--- src/rtl/piano_pkg.sv ---
// Shared definitions for the piano keyboard front end: player FSM encoding,
// note-index constants and the key-priority helper used by tone selection.
package piano_pkg;

    localparam int MAX_KEYS = 8;
    localparam int NOTE_W   = 3;

    typedef enum logic {
        SILENT  = 1'b0,
        PLAYING = 1'b1
    } play_state_e;

    localparam logic [NOTE_W-1:0] NOTE_C4 = 3'd0;
    localparam logic [NOTE_W-1:0] NOTE_D4 = 3'd1;
    localparam logic [NOTE_W-1:0] NOTE_E4 = 3'd2;
    localparam logic [NOTE_W-1:0] NOTE_F4 = 3'd3;
    localparam logic [NOTE_W-1:0] NOTE_G4 = 3'd4;
    localparam logic [NOTE_W-1:0] NOTE_A4 = 3'd5;
    localparam logic [NOTE_W-1:0] NOTE_B4 = 3'd6;
    localparam logic [NOTE_W-1:0] NOTE_C5 = 3'd7;

    // Lowest-index pressed key wins; an empty vector maps to C4 and is
    // qualified separately by the caller.
    function automatic logic [NOTE_W-1:0] lowest_key(input logic [MAX_KEYS-1:0] keys);
        logic [NOTE_W-1:0] idx;
        casez (keys)
            8'b???????1: idx = NOTE_C4;
            8'b??????10: idx = NOTE_D4;
            8'b?????100: idx = NOTE_E4;
            8'b????1000: idx = NOTE_F4;
            8'b???10000: idx = NOTE_G4;
            8'b??100000: idx = NOTE_A4;
            8'b?1000000: idx = NOTE_B4;
            8'b10000000: idx = NOTE_C5;
            default:     idx = NOTE_C4;
        endcase
        return idx;
    endfunction

endpackage

--- src/rtl/key_debouncer_if.sv ---
// Keyboard bus: raw switch levels in, debounced levels and note events out.
interface key_debouncer_if #(
    parameter int N_KEYS = 8
);
    logic [N_KEYS-1:0] SW;
    logic [N_KEYS-1:0] KEY_STABLE;
    logic [2:0]        NOTE;
    logic              NOTE_VALID;
    logic              NOTE_ON;
    logic              NOTE_OFF;

    modport master (
        output SW,
        input  KEY_STABLE, NOTE, NOTE_VALID, NOTE_ON, NOTE_OFF
    );

    modport slave (
        input  SW,
        output KEY_STABLE, NOTE, NOTE_VALID, NOTE_ON, NOTE_OFF
    );
endinterface

--- src/rtl/switch_debounce.sv ---
// One key: 2-flop input synchronizer followed by a stability counter that
// only accepts a new level after DEBOUNCE_CYCLES consecutive differing cycles.
module switch_debounce #(
    parameter int DEBOUNCE_CYCLES = 500000
) (
    input  logic CLK,
    input  logic RESET_N,
    input  logic CORE_RESET_N,
    input  logic SW,
    output logic KEY_STABLE
);

    localparam int              CNT_W    = $clog2(DEBOUNCE_CYCLES);
    localparam logic [CNT_W-1:0] CNT_ZERO = CNT_W'(0);
    localparam logic [CNT_W-1:0] CNT_ONE  = CNT_W'(1);
    localparam logic [CNT_W-1:0] CNT_LAST = CNT_W'(DEBOUNCE_CYCLES - 1);

    logic             sync1_r;
    logic             sync2_r;
    logic             stable_r;
    logic [CNT_W-1:0] cnt_r;

    // Input synchronizer; its data is asynchronous anyway, so it runs on the
    // raw reset and is already primed when the counters leave reset.
    always_ff @(posedge CLK or negedge RESET_N) begin
        if (!RESET_N) begin
            sync1_r <= 1'b0;
            sync2_r <= 1'b0;
        end else begin
            sync1_r <= SW;
            sync2_r <= sync1_r;
        end
    end

    // Stability counter: restart on agreement, accept after a full run of disagreement.
    always_ff @(posedge CLK or negedge CORE_RESET_N) begin
        if (!CORE_RESET_N) begin
            cnt_r    <= CNT_ZERO;
            stable_r <= 1'b0;
        end else if (sync2_r == stable_r) begin
            cnt_r    <= CNT_ZERO;
            stable_r <= stable_r;
        end else if (cnt_r == CNT_LAST) begin
            cnt_r    <= CNT_ZERO;
            stable_r <= sync2_r;
        end else begin
            cnt_r    <= cnt_r + CNT_ONE;
            stable_r <= stable_r;
        end
    end

    assign KEY_STABLE = stable_r;

endmodule

--- src/rtl/key_debouncer.sv ---
// Piano key front end: debounces N_KEYS switches and turns the debounced
// set into note-on / note-off events for the lowest pressed key.
module key_debouncer
    import piano_pkg::*;
#(
    parameter int N_KEYS          = 8,
    parameter int DEBOUNCE_CYCLES = 500000
) (
    input  logic             CLK,
    input  logic             RESET_N,
    key_debouncer_if.slave   bus
);

    logic                rst_meta_r;
    logic                core_rst_n_r;
    logic [N_KEYS-1:0]   key_stable_s;
    logic [MAX_KEYS-1:0] keys_ext_s;
    logic                any_key_s;
    logic [NOTE_W-1:0]   sel_note_s;

    play_state_e         state_r;
    logic [NOTE_W-1:0]   note_r;
    logic                note_valid_r;
    logic                note_on_r;
    logic                note_off_r;

    // Reset synchronizer: assert immediately, release two clocks later.
    always_ff @(posedge CLK or negedge RESET_N) begin
        if (!RESET_N) begin
            rst_meta_r   <= 1'b0;
            core_rst_n_r <= 1'b0;
        end else begin
            rst_meta_r   <= 1'b1;
            core_rst_n_r <= rst_meta_r;
        end
    end

    for (genvar k = 0; k < N_KEYS; k++) begin : g_key
        switch_debounce #(
            .DEBOUNCE_CYCLES(DEBOUNCE_CYCLES)
        ) u_debounce (
            .CLK         (CLK),
            .RESET_N     (RESET_N),
            .CORE_RESET_N(core_rst_n_r),
            .SW          (bus.SW[k]),
            .KEY_STABLE  (key_stable_s[k])
        );
    end

    // Widen the debounced keys to the priority encoder's fixed width.
    always_comb begin
        keys_ext_s               = {MAX_KEYS{1'b0}};
        keys_ext_s[N_KEYS-1:0]   = key_stable_s;
        any_key_s                = |key_stable_s;
        sel_note_s               = lowest_key(keys_ext_s);
    end

    // Player FSM with registered note outputs and single-cycle event pulses.
    always_ff @(posedge CLK or negedge core_rst_n_r) begin
        if (!core_rst_n_r) begin
            state_r      <= SILENT;
            note_r       <= NOTE_C4;
            note_valid_r <= 1'b0;
            note_on_r    <= 1'b0;
            note_off_r   <= 1'b0;
        end else begin
            note_on_r  <= 1'b0;
            note_off_r <= 1'b0;
            case (state_r)
                SILENT: begin
                    if (any_key_s) begin
                        state_r      <= PLAYING;
                        note_r       <= sel_note_s;
                        note_valid_r <= 1'b1;
                        note_on_r    <= 1'b1;
                    end else begin
                        state_r      <= SILENT;
                    end
                end
                PLAYING: begin
                    if (!any_key_s) begin
                        state_r      <= SILENT;
                        note_valid_r <= 1'b0;
                        note_off_r   <= 1'b1;
                    end else if (sel_note_s != note_r) begin
                        note_r       <= sel_note_s;
                        note_on_r    <= 1'b1;
                    end else begin
                        state_r      <= PLAYING;
                    end
                end
                default: begin
                    state_r      <= SILENT;
                    note_valid_r <= 1'b0;
                end
            endcase
        end
    end

    assign bus.KEY_STABLE = key_stable_s;
    assign bus.NOTE       = note_r;
    assign bus.NOTE_VALID = note_valid_r;
    assign bus.NOTE_ON    = note_on_r;
    assign bus.NOTE_OFF   = note_off_r;

endmodule
--- src/flat_wrapper.sv ---
// flat-port wrapper written by rule: the top's interface ports become plain ports
module key_debouncer_flat import piano_pkg::*;
#(
    parameter int N_KEYS          = 8,
    parameter int DEBOUNCE_CYCLES = 500000
)
  (CLK, RESET_N, bus_SW, bus_KEY_STABLE, bus_NOTE, bus_NOTE_VALID, bus_NOTE_ON, bus_NOTE_OFF);
  key_debouncer_if #(.N_KEYS(N_KEYS)) bus_i ();
  input  logic CLK;
  input  logic RESET_N;
  input wire logic [$bits(bus_i.SW)-1:0] bus_SW;
  output wire logic [$bits(bus_i.KEY_STABLE)-1:0] bus_KEY_STABLE;
  output wire logic [$bits(bus_i.NOTE)-1:0] bus_NOTE;
  output wire logic [$bits(bus_i.NOTE_VALID)-1:0] bus_NOTE_VALID;
  output wire logic [$bits(bus_i.NOTE_ON)-1:0] bus_NOTE_ON;
  output wire logic [$bits(bus_i.NOTE_OFF)-1:0] bus_NOTE_OFF;
  assign bus_i.SW = bus_SW;
  assign bus_KEY_STABLE = bus_i.KEY_STABLE;
  assign bus_NOTE = bus_i.NOTE;
  assign bus_NOTE_VALID = bus_i.NOTE_VALID;
  assign bus_NOTE_ON = bus_i.NOTE_ON;
  assign bus_NOTE_OFF = bus_i.NOTE_OFF;
  key_debouncer #(.N_KEYS(N_KEYS), .DEBOUNCE_CYCLES(DEBOUNCE_CYCLES)) u_core (.CLK(CLK), .RESET_N(RESET_N), .bus(bus_i));
endmodule
--- config.mk ---
export PLATFORM = sky130hd
export DESIGN_NAME = key_debouncer_flat
export DESIGN_NICKNAME = d
export VERILOG_FILES = /design/src/rtl/piano_pkg.sv /design/src/rtl/key_debouncer_if.sv /design/src/rtl/switch_debounce.sv /design/src/rtl/key_debouncer.sv /design/src/flat_wrapper.sv
export SDC_FILE = /design/constraint.sdc
export NUM_CORES = 1
export LEC_CHECK = 0
export CAP_MARGIN = 20
export CORE_AREA = 3 3 87 172
export DETAILED_ROUTE_END_ITERATION = 7
export DIE_AREA = 0 0 90 175
export HOLD_SLACK_MARGIN = 0.1
export PLACE_DENSITY_LB_ADDON = 0.05
export SYNTH_ARGS = -nofsm -noshare
export SYNTH_HDL_FRONTEND = slang
export SYNTH_SLANG_ARGS = --single-unit
--- constraint.sdc ---
create_clock -name CLK -period 6.6 [get_ports CLK]
set_input_delay 0.99 -clock CLK [delete_from_list [all_inputs] [get_ports CLK]]
set_output_delay 0.99 -clock CLK [all_outputs]
set_load 0.02 [all_outputs]
; Word level (Yosys, flattened, before mapping)
; Cells that the tools add are included.
[word_totals]
ff_bits = 185
input_bits = 10
out_inout_bits = 14
elab_cells = 125
[op_classes]
n_addsub = 8
eq_ne = 28
n_mux = 30
n_bitwise = 9
n_reduce_logical = 11
[ops]
columns = cell, count
row1 = 19-bit 2-to-1 mux, 16
row2 = 19-bit by 1-bit adder with 19-bit output (second input constant), 8
row3 = 19-bit equality test (second input constant), 8
row4 = 3-bit case mux with 7 select lines, 1
row5 = 2-bit AND reduction, 9
row6 = 3-bit 2-to-1 mux, 3
row7 = 1-bit inverter, 9
row8 = 1-bit equality test, 8
row9 = 8-bit equality test (second input constant), 1
row10 = 8-bit OR reduction, 1
row11 = 7-bit equality test (second input constant), 1
row12 = 1-bit 2-to-1 mux, 7
row13 = 6-bit equality test (second input constant), 1
row14 = 3-bit case mux with 2 select lines, 1
row15 = 5-bit equality test (second input constant), 1
row16 = 4-bit equality test (second input constant), 1
row17 = 2-bit by 1-bit inequality test with 1-bit output (second input constant), 2
row18 = 2-bit inequality test (second input constant), 2
row19 = 1-bit case mux with 2 select lines, 2
row20 = 3-bit equality test (second input constant), 1
row21 = 3-bit inequality test, 1
row22 = 3-bit AND reduction, 1
row23 = 2-bit equality test (second input constant), 1

; Depth between registers and ports, before layout
; Gate-level depths: netlist (run 1).
[logic_depth]
depth_word = 6
depth_mapped = 7
mapped_depth_nobuf = 6

; Modules after synthesis
; From an unflattened synthesis (run 1), not the netlist that was laid out.
[unflattened]
hier_cells = 889
area_unflattened_um2 = 9141.3
[modules_own_cells]
columns = module, n_inst, cells_each, area_per_inst_um2, seq_area_each_um2
row1 = switch_debounce, 8, 105, 1079.8, 550.5
row2 = key_debouncer, 1, 49, 503.0, 225.2

; Worst setup path before layout (run 1)
; OpenSTA, ideal clock, no wires.
[synth_timing]
path_type = reg2reg
start = register u_core.g_key[5].u_debounce.cnt_r[0]
end = register u_core.g_key[5].u_debounce.cnt_r[10]
setup_ns = 0.071
arrival_ns = 1.621
required_time_ns = 6.529
path_slack_ns = 4.908
stages_incl_launch_ff = 8
n_path_buf = 2
period_less_slack_ns = 1.692
cell_sequence = dfrtp_1 > ha_1 > and4_1 > and4_1 > or2_1 > buf_2 > buf_2 > nor2_1
[synth_between]
elab_chain_len = 3
word_cells_on_any_way = 4
classes_between = add/sub: 1 / eq/ne: 1 / mux: 2
[synth_lines]
columns = item, line
row1 = start: declaration, switch_debounce.sv:21  ; logic [CNT_W-1:0] cnt_r;
row2 = start signal: assignment, switch_debounce.sv:47  ; cnt_r <= cnt_r + CNT_ONE;
row3 = 19-bit by 1-bit adder with 19-bit output or 19-bit equality test (tied branches), "switch_debounce.sv:47, switch_debounce.sv:43"
row4 = 19-bit 2-to-1 mux (*), switch_debounce.sv:43  ; end else if (cnt_r == CNT_LAST) begin
row5 = 19-bit 2-to-1 mux (*), switch_debounce.sv:40  ; end else if (sync2_r == stable_r) begin
; Every way passes the cells marked *; elsewhere a longest branch is shown, timed or not.
; A chain may end at the register's enable or synchronous reset.

; Worst setup path in the final report (run 1)
[layout_timing]
start = register u_core.g_key[0].u_debounce.stable_r
end = output bus_KEY_STABLE[0]
[layout_lines]
columns = item, line
row1 = start: declaration, switch_debounce.sv:20  ; logic stable_r;
row2 = start signal: assignment, switch_debounce.sv:42  ; stable_r <= stable_r;
row3 = start signal: assignment, switch_debounce.sv:45  ; stable_r <= sync2_r;
row4 = start signal: assignment, switch_debounce.sv:48  ; stable_r <= stable_r;
row5 = end: declaration, flat_wrapper.sv:12  ; output wire logic [$bits(bus_i.KEY_STABLE)-1:0] bus_KEY_STABLE;
; No word-level cell between the ends.

==> results of run 1 <==
==> cell usage in the layout, fill, tap and decap left out, drive strengths merged <==
cell type,count
clkbuf,18
inv,32
nand2,54
nor4b,7
a21oi,1
or2,12
and4,7
dfrtp,185
nand3,52
or3,1
o41ai,1
and3,22
ha,10
o31ai,2
mux2,10
o21bai,1
and2,2
clkdlybuf4s50,23
xnor2,65
nor3,21
nor4bb,1
xor2,82
nand4,34
o21ai,2
conb,1
nor4,16
a41oi,1
nor2b,2
nand4b,4
clkinvlp,2
nor2,186
nand2b,1
buf,2
clkinv,6
==> worst reg2reg max path, cell delays in order, from the launching register on <==
cell and delay (ns):
dfrtp_4 0.74, buf_4 0.66, buf_4 0.83
==> layout make-up <==
type,count,area [um^2]
clock inverters,14,160
clock buffers,18,439
multi-input cells,598,3610
well taps,189,236
inverters,26,97.6
repair buffers,25,245
fillers,1081,4470
flip-flops and latches,185,4630
==> power by group <==
group	leakage, nW	internal (mW)	switching [mW]
clock network	0.286	0.518	0.483
registers	2.50	1.15	0.0195
logic	1.28	0.0202	0.0448
==> state kept, by name, summed over array words and instances, names as in the netlist <==
register / cells
u_core.g_key.u_debounce.sync2_r: 8
u_core.bus.NOTE_OFF: 1
u_core.g_key.u_debounce.sync1_r: 8
u_core.rst_meta_r: 1
u_core.bus.NOTE_VALID: 1
u_core.g_key.u_debounce.cnt_r: 152
u_core.state_r: 1
u_core.bus.NOTE_ON: 1
u_core.bus.NOTE: 3
u_core.g_key.u_debounce.KEY_STABLE: 8
u_core.core_rst_n_r: 1
==> stage by stage <==
| stage | instances | hold slack [ns] | cell area [um^2] | worst slack, ns |
|---|---|---|---|---|
| finish | 1055 | 0.297 | 9420 | 4.02 |
| CTS | 1055 | 0.311 | 9420 | 4.00 |
| global placement | 1023 | 0.298 | 8820 | 4.26 |
| detailed placement | 1023 | 0.301 | 8820 | 4.18 |
| global route | 1055 | 0.327 | 9420 | 3.93 |
| floorplan | 834 | 0.331 | 8500 | 1.54 |
==> worst paths after layout <==
check / endpoint / depth (start not counted) / slack [ns] / from
worst min register to register: u_core.g_key[7].u_debounce.cnt_r[0] / 0 / 0.30 / u_core.core_rst_n_r
worst min-delay path: u_core.g_key[7].u_debounce.cnt_r[0] / 0 / 0.30 / u_core.core_rst_n_r
worst max register to register: u_core.g_key[4].u_debounce.cnt_r[12] / 2 / 4.30 / u_core.core_rst_n_r
min in group CLK: u_core.g_key[5].u_debounce.sync2_r / 0 / 0.35 / u_core.g_key[5].u_debounce.sync1_r
worst max-delay path: bus_KEY_STABLE[0] / 1 / 4.02 / u_core.g_key[0].u_debounce.KEY_STABLE
max in group asynchronous: u_core.g_key[4].u_debounce.cnt_r[12] / 2 / 4.30 / u_core.core_rst_n_r
==> logic make-up after synthesis <==
kind of cell | synth area share
DFF | 0.545
other | 0.000441
muxes | 0.0132
and+or+nand+nor | 0.238
AOI/OAI and AO/OA | 0.00648
buffers and inverters | 0.0309
xor gates and xnor gates | 0.151
adders and majority gates | 0.0147
==> per-layer routing <==
layer,global-route usage,vias to the layer above
met3,0.0457,36
li1,-,2797
met2,0.426,102
met4,0.0882,0
met5,0,-
met1,0.241,2900
==> impl_metrics.ini, run 1 <==
[synth]
async_reset_ff_frac = 1.00
synth_area_leaders = dfrtp_1 54%, xor2_1 8.4%, nor2_1 8.2%
netlist_area_mm2 = 0.00850
synth_cell_type_count = 37
synthTopCellsByCount = 185 x dfrtp_1, 185 x nor2_1, 82 x xor2_1
synth_flop_cell = dfrtp_1
yosys_register_bits = 185
ys_warn_count = 0
synth_edf_count = 0
synth_top_area_frac = 0.545
synth_cells = 834
synth_nets = 854
synth_top_area_cell = dfrtp_1
synth_seq_area_share = 0.545
syn_area_per_cell_um2 = 10.2

[drt]
routedLengthMet1_um = 6210
wl_um = 16200
drtAntennaViolNets = 0
dr_total_vias = 5835
via_per_inst = 5.53
first_pass_iters = 5
met3_length_um = 487
drtIter0Drc = 315
dr_wl_met2_um = 9080
drc = 0
drt-wirelength-per-cell_um = 15.4
highest_layer = met4

[power]
power_density_mw_per_mm2 = 237
totalPowerFinal_mw = 2.24
p_leak_nw = 4.06
vdd_drop_max_v = 0.000230

[die]
num_rows = 61
die_h_um = 175
start_util = 0.612
coreArea_mm2 = 0.0139
chipWidth_um = 90
dieArea_mm2 = 0.0158
ios = 24

[critical_path]
startpoint_type = flip-flop
path_delay_family = buffers and inverters
cp_data_arrival_time_ns = 1.59
critical_path_peak_fanout = 6
path_class = reg2out
crit_chain = clkdlybuf4s50_1
crit_slowest_cell = clkdlybuf4s50_1
cp.buffers_inverters = 1
worstSetupEndpointType = output pin
cp.required_ns = 5.61
cpPeakStageDelay_ns = 0.72

[clocking]
cts.clk_slew.worst_paths_ns = 0.08
cts_setup_buffers = 0
cts_tree = built
cts.sinks = 185
cts_hold_buf = 0
h-tree-depth = 4
clk_latency_ns = 0.43
numCtsBuffers = 17
cts_resized = 0
clockBufferDepth = 2
cts_root_buffer = clkbuf_16

[run]
cap_violations = 0

[min_path]
hold_class = reg2async

[timing]
post-route-period-util = 0.390
finalSetupTns_ns = 0
finalSetupViolCount = 0
max_freq_mhz = 388
rsz0062_at_grt = false
worst_pin_slew_ns = 0.915
min_period_ns = 2.58
skew_ns = 0.0105
max_slew_margin = 0.390
hold_violations = 0
slew_violations = 0

[final_layout]
area_growth_pct = 10.8
final_util = 0.678
drive_gt1_frac = 0.0693
diodes = 0
layout.nets = 873

[place]
place.gp.congestion = 0.827
numPortBuffers = 23
hpwl_um = 11500

[global_routing]
grt-ovfl-total = 0
antenna_found_initial = 0
first_global_vias = 6297
grt_max_degree = 75
grt_pass1_wl_um = 28800
grt_use_total = 0.225

[run_status]
outcome = completed
Power figures use the tool's default switching activity.
==> inputs of run 2 (changes only) <==
Clock period 6.6 ns to 2.4 ns, I/O delays scaled along.
==> impl_metrics.ini, run 2 (synthesis gave the netlist of run 1 again) <==
[timing]
worst_pin_slew_ns = 0.814
min_period_ns = 1.98
slew_violations = 0
hold_violations = 0
post-route-period-util = 0.824
finalSetupTns_ns = 0
max_slew_margin = 0.456
max_freq_mhz = 506
timing.hold.ws_ns = 0.218
finalSetupViolCount = 0
skew_ns = 0.0116
rsz0062_at_grt = false

[critical_path]
cpMostUsedCell = nand4_1
cp_data_arrival_time_ns = 2.28
cp.required_ns = 2.70
startpoint_type = flip-flop
path_class = reg2reg
crit_chain = ha_1 > nand4_1 > nor3_1 > nand4_1 > xor2_1 > nor2_1
cpPeakStageDelay_ns = 0.63
critical_path_peak_fanout = 5
cp.buffers_inverters = 0
path_delay_family = simple AND/OR/NAND/NOR gates
crit_slowest_cell = nor3_1
worstSetupEndpointType = flip-flop

[die]
chipWidth_um = 90
start_util = 0.612
dieArea_mm2 = 0.0158
ios = 24
coreArea_mm2 = 0.0139
num_rows = 61
die_h_um = 175

[drt]
wl_um = 15600
dr_total_vias = 5787
drtIter0Drc = 206
drt-wirelength-per-cell_um = 14.7
drc = 0
drtAntennaViolNets = 0
via_per_inst = 5.46
first_pass_iters = 4

[clocking]
clk_latency_ns = 0.43
numCtsBuffers = 17
cts_setup_buffers = 0
cts_hold_buf = 0
clockBufferDepth = 2
cts.sinks = 185
cts_tree = built
h-tree-depth = 4
cts.clk_slew.worst_paths_ns = 0.07
cts_root_buffer = clkbuf_16
cts_resized = 0

[final_layout]
area_growth_pct = 11.4
largest_reg_flops = 152
multiInputGateArea_mm2 = 0.00361
drive_gt1_frac = 0.0724
layout_commonest_cell = nor2_1
stdcell_area_mm2 = 0.00947
layout.nets = 877
regMostFlops = u_core.g_key.u_debounce.cnt_r
regArea_mm2 = 0.00463
nFillCells = 1070
diodes = 0
most-common-layout-cells = 185 x nor2_1, 184 x dfrtp_1, 82 x xor2_1, 65 x xnor2_1, 54 x nand2_1

[run]
cap_violations = 0

[power]
p_leak_nw = 4.08
power_density_mw_per_mm2 = 655
vdd_drop_max_v = 0.000483

[place]
numPortBuffers = 23
post_dp_cell_area_mm2 = 0.00888
place.gp.congestion = 0.848
hpwl_um = 11100

[global_routing]
grt_use_total = 0.215
antenna_found_initial = 0
grt_max_degree = 70
first_global_vias = 6205
grt-ovfl-total = 0
grt_pass1_wl_um = 27800

[min_path]
hold_class = reg2async

[run_status]
outcome = completed
[run 2: changes by cell type in the layout (fill, tap and decap cells not counted), sizes merged]
cell and change:
clkinv -4, bufinv +2, buf +4, clkinvlp +2
[run 2: where the power goes]
| part | total, mW | internal, mW | switching (mW) |
|---|---|---|---|
| Sequential | 3.21 | 3.16 | 0.0480 |
| Combinational | 0.190 | 0.0625 | 0.127 |
| Clock | 2.80 | 1.56 | 1.24 |
| Total | 6.20 | 4.79 | 1.41 |
[run 2: cell type report]
cell class              count  share of cell area
clock inverters            14              0.0173
well taps                 189              0.0250
flip-flops and latches    185               0.489
multi-input cells         598               0.381
inverters                  26              0.0103
repair buffers             29              0.0317
clock buffers              18              0.0453
[run 2: per-layer routing]
metal | vias up | wire length, um | global-route usage | share of wire
met1 | 2879 | 6210 | 0.235 | 0.40
met5 | - | 0 | 0 | 0
met2 | 72 | 8720 | 0.402 | 0.56
met3 | 25 | 355 | 0.0409 | 0.023
met4 | 0 | 313 | 0.0902 | 0.020
li1 | 2811 | - | - | -
[run 2: per-stage QoR]
stage               setup WS (ns)  cells  total power, mW   util
finish                      0.423   1059             6.20  0.682
CTS                         0.439   1059             6.27  0.682
global route                0.158   1059             6.42  0.682
floorplan                   0.652    834             3.40      -
global placement            0.517   1027             3.46  0.639
detailed placement          0.466   1027             3.47  0.639
[run 2: path summary, 6_finish.rpt]
path                                                startpoint                                   end  slack [ns]  cells past startpoint
hold reg to reg                            u_core.core_rst_n_r   u_core.g_key[2].u_debounce.cnt_r[5]        0.22                      0
min in group CLK            u_core.g_key[7].u_debounce.sync1_r    u_core.g_key[7].u_debounce.sync2_r        0.35                      0
setup / recovery           u_core.g_key[6].u_debounce.cnt_r[0]  u_core.g_key[6].u_debounce.cnt_r[14]        0.42                      6
setup reg to reg           u_core.g_key[6].u_debounce.cnt_r[0]  u_core.g_key[6].u_debounce.cnt_r[14]        0.42                      6
hold / removal                             u_core.core_rst_n_r   u_core.g_key[2].u_debounce.cnt_r[5]        0.22                      0
max in group asynchronous                              RESET_N                   u_core.core_rst_n_r        1.39                      1
[run 2: worst reg2reg max path, cell delays in order (launching register included)]
cell     delay [ns]
dfrtp_1        0.39
ha_1           0.21
nand4_1        0.20
nor3_1         0.63
nand4_1        0.19
xor2_1         0.18
nor2_1         0.06
==> variant (flow settings as in run 1) <==
Make the reset (`CORE_RESET_N`, `RESET_N` and `core_rst_n_r`) synchronous in 4 clocked blocks. Comments in the files are not updated.
--- a/src/rtl/switch_debounce.sv
+++ b/src/rtl/switch_debounce.sv
@@ -23,5 +23,5 @@
     // Input synchronizer; its data is asynchronous anyway, so it runs on the
     // raw reset and is already primed when the counters leave reset.
-    always_ff @(posedge CLK or negedge RESET_N) begin
+    always_ff @(posedge CLK) begin
         if (!RESET_N) begin
             sync1_r <= 1'b0;
@@ -34,5 +34,5 @@
 
     // Stability counter: restart on agreement, accept after a full run of disagreement.
-    always_ff @(posedge CLK or negedge CORE_RESET_N) begin
+    always_ff @(posedge CLK) begin
         if (!CORE_RESET_N) begin
             cnt_r    <= CNT_ZERO;
--- a/src/rtl/key_debouncer.sv
+++ b/src/rtl/key_debouncer.sv
@@ -26,5 +26,5 @@
 
     // Reset synchronizer: assert immediately, release two clocks later.
-    always_ff @(posedge CLK or negedge RESET_N) begin
+    always_ff @(posedge CLK) begin
         if (!RESET_N) begin
             rst_meta_r   <= 1'b0;
@@ -57,5 +57,5 @@
 
     // Player FSM with registered note outputs and single-cycle event pulses.
-    always_ff @(posedge CLK or negedge core_rst_n_r) begin
+    always_ff @(posedge CLK) begin
         if (!core_rst_n_r) begin
             state_r      <= SILENT;
Check against the original RTL: no difference found for any inputs over 10 cycles, from zero or initial values and one cycle with RESET_N low; that may be too few to reach the edited logic, so the function may still have changed.
==> variant against run 1 <==
- worst hold slack gained 140 ps
- setup slack better by 30 ps
- utilization is 4.9 points lower
- routed wire length down 12%
- synthesized area shrank 8.0%
- synthesized cell count up 5.4%
- count of clock-buffer cells in the layout rose by 1
- fmax up 1.2%
- final area down 7.2%
- sequential share of layout area decreased by 6.8 points
- sequential cell count stayed put
- critical path type unchanged
- largest cell class is now multi-input gates
Power is not compared: it rests on default switching activity, and its combinational part moved more than twofold at a synthesized area within 25%.
==> variant: results (changes against run 1) <==
Async SR Flop Fraction = 0% (was 100%)
Vias in the first global route = 5856 (was 6297)
Routability-driven placement congestion ratio = 0.806 (was 0.827)
Nets = 913 (was 873)
Most frequent cells after synthesis = nor2_1, dfxtp_1, xor2_1 (was dfrtp_1, nor2_1, xor2_1)
Reg clk slew, reported paths = 60 ps (was 80 ps)
Pre-CTS WS = 4490 ps (was 4180 ps)
Status = completed (unchanged)
WL per Instance = 13.0 um (was 15.4 um)
Detailed Place HPWL = 10200 um (was 11500 um)
GRT Overall Usage = 19.0% (was 22.5%)
Post-synthesis sequential area ratio = 47.3% (was 54.5%)
Num CTS Buffers = 17 (unchanged)
Worst rel slew slack = 54.5% (was 39.0%)
TritonRoute pass-1 iters = 4 (was 5)
Root Driver = clkbuf_16 (unchanged)
First-pass GRT wire length = 25000 um (was 28800 um)
Leak = 0.00285 uW
DRT iter0 DRCs = 156 (was 315)
Synthesized instance count = 879 (was 834)
Clk_lat worst skew = 410 ps (was 430 ps)
Clk buf depth = 2 (unchanged)
Synthesis Warnings = 0 (unchanged)
Syn_nets = 899 (was 854)
Primary FF master, synth = dfxtp_1 (was dfrtp_1)
Routed Wire Length = 14200 um (was 16200 um)
Largest register FFs = 152 (unchanged)
N_diodes = 0 (unchanged)
CP arrival = 1560 ps (was 1590 ps)
Post-DP Area = 8110 um2 (was 8820 um2)
Top post-synthesis cells by area = dfxtp_1, xor2_1, nor2_1 (was dfrtp_1, xor2_1, nor2_1)
Fillers = 1236 (was 1081)
Worst min-delay path category = flip-flop to flip-flop (was flip-flop to asynchronous set/reset pin)
Share of cells above drive strength 1 = 5.30% (was 6.93%)
Cell variety after synth = 46 (was 37)
Pin count of the biggest net entering global routing = 26 (was 75)
Inst Count DP = 1063 (was 1023)
Clock Skews = 9.40 ps (was 10.5 ps)
# H-tree levels = 4 (unchanged)
CP max-delay cell = clkdlybuf4s50_1 (unchanged)
Max FO, Critical Path = 7 (was 6)
Delay of the slowest critical-path stage = 670 ps (was 720 ps)
Total number of vias = 5709 (was 5835)
-- variant: final timing paths --
kind                                         startpoint                             endpoint  slack [ps]  cells past startpoint
setup / recovery  u_core.g_key[0].u_debounce.KEY_STABLE                    bus_KEY_STABLE[0]        4050                      1
hold / removal       u_core.g_key[7].u_debounce.sync1_r   u_core.g_key[7].u_debounce.sync2_r         430                      1
setup reg to reg    u_core.g_key[4].u_debounce.cnt_r[0]  u_core.g_key[4].u_debounce.cnt_r[6]        4480                      7
hold reg to reg      u_core.g_key[7].u_debounce.sync1_r   u_core.g_key[7].u_debounce.sync2_r         430                      1
-- variant: cell families after synthesis --
logic type | count (synthesis) | synth area share (%)
AOI/OAI and AO/OA | 21 | 1.63
xor gates and xnor gates | 141 | 15.8
muxes | 9 | 1.15
DFF | 185 | 47.3
adders and majority gates | 10 | 1.60
and+or+nand+nor | 465 | 29.2
buffers and inverters | 48 | 3.33
-- variant: layer usage --
layer	track usage, %	share of wire, %	vias to the layer above
met5	0	0	-
met3	3.40	2.5	20
met1	19.4	40	2705
met2	37.2	56	65
met4	7.61	1.8	0
li1	-	-	2919
-- variant: cell type report --
class | count | area (um2) | area share [%]
Multi-Input combinational cell | 646 | 3860 | 44.2
Sequential cell | 185 | 3700 | 42.4
Clock buffer | 19 | 443 | 5.07
Timing Repair Buffer | 24 | 238 | 2.72
Tap cell | 189 | 236 | 2.71
Clock inverter | 12 | 186 | 2.13
Inverter | 19 | 71.3 | 0.816
-- variant: power by group through the flow --
stage | Sequential [uW] | Clock [uW] | Combinational [uW]
after floorplan | 1150 | 0 | 14.2
after global placement | 1150 | 0 | 19.8
after detailed placement | 1150 | 0 | 20.5
after CTS | 1120 | 1100 | 20.6
after global routing | 1120 | 1140 | 23.0
final | 1120 | 1080 | 20.1
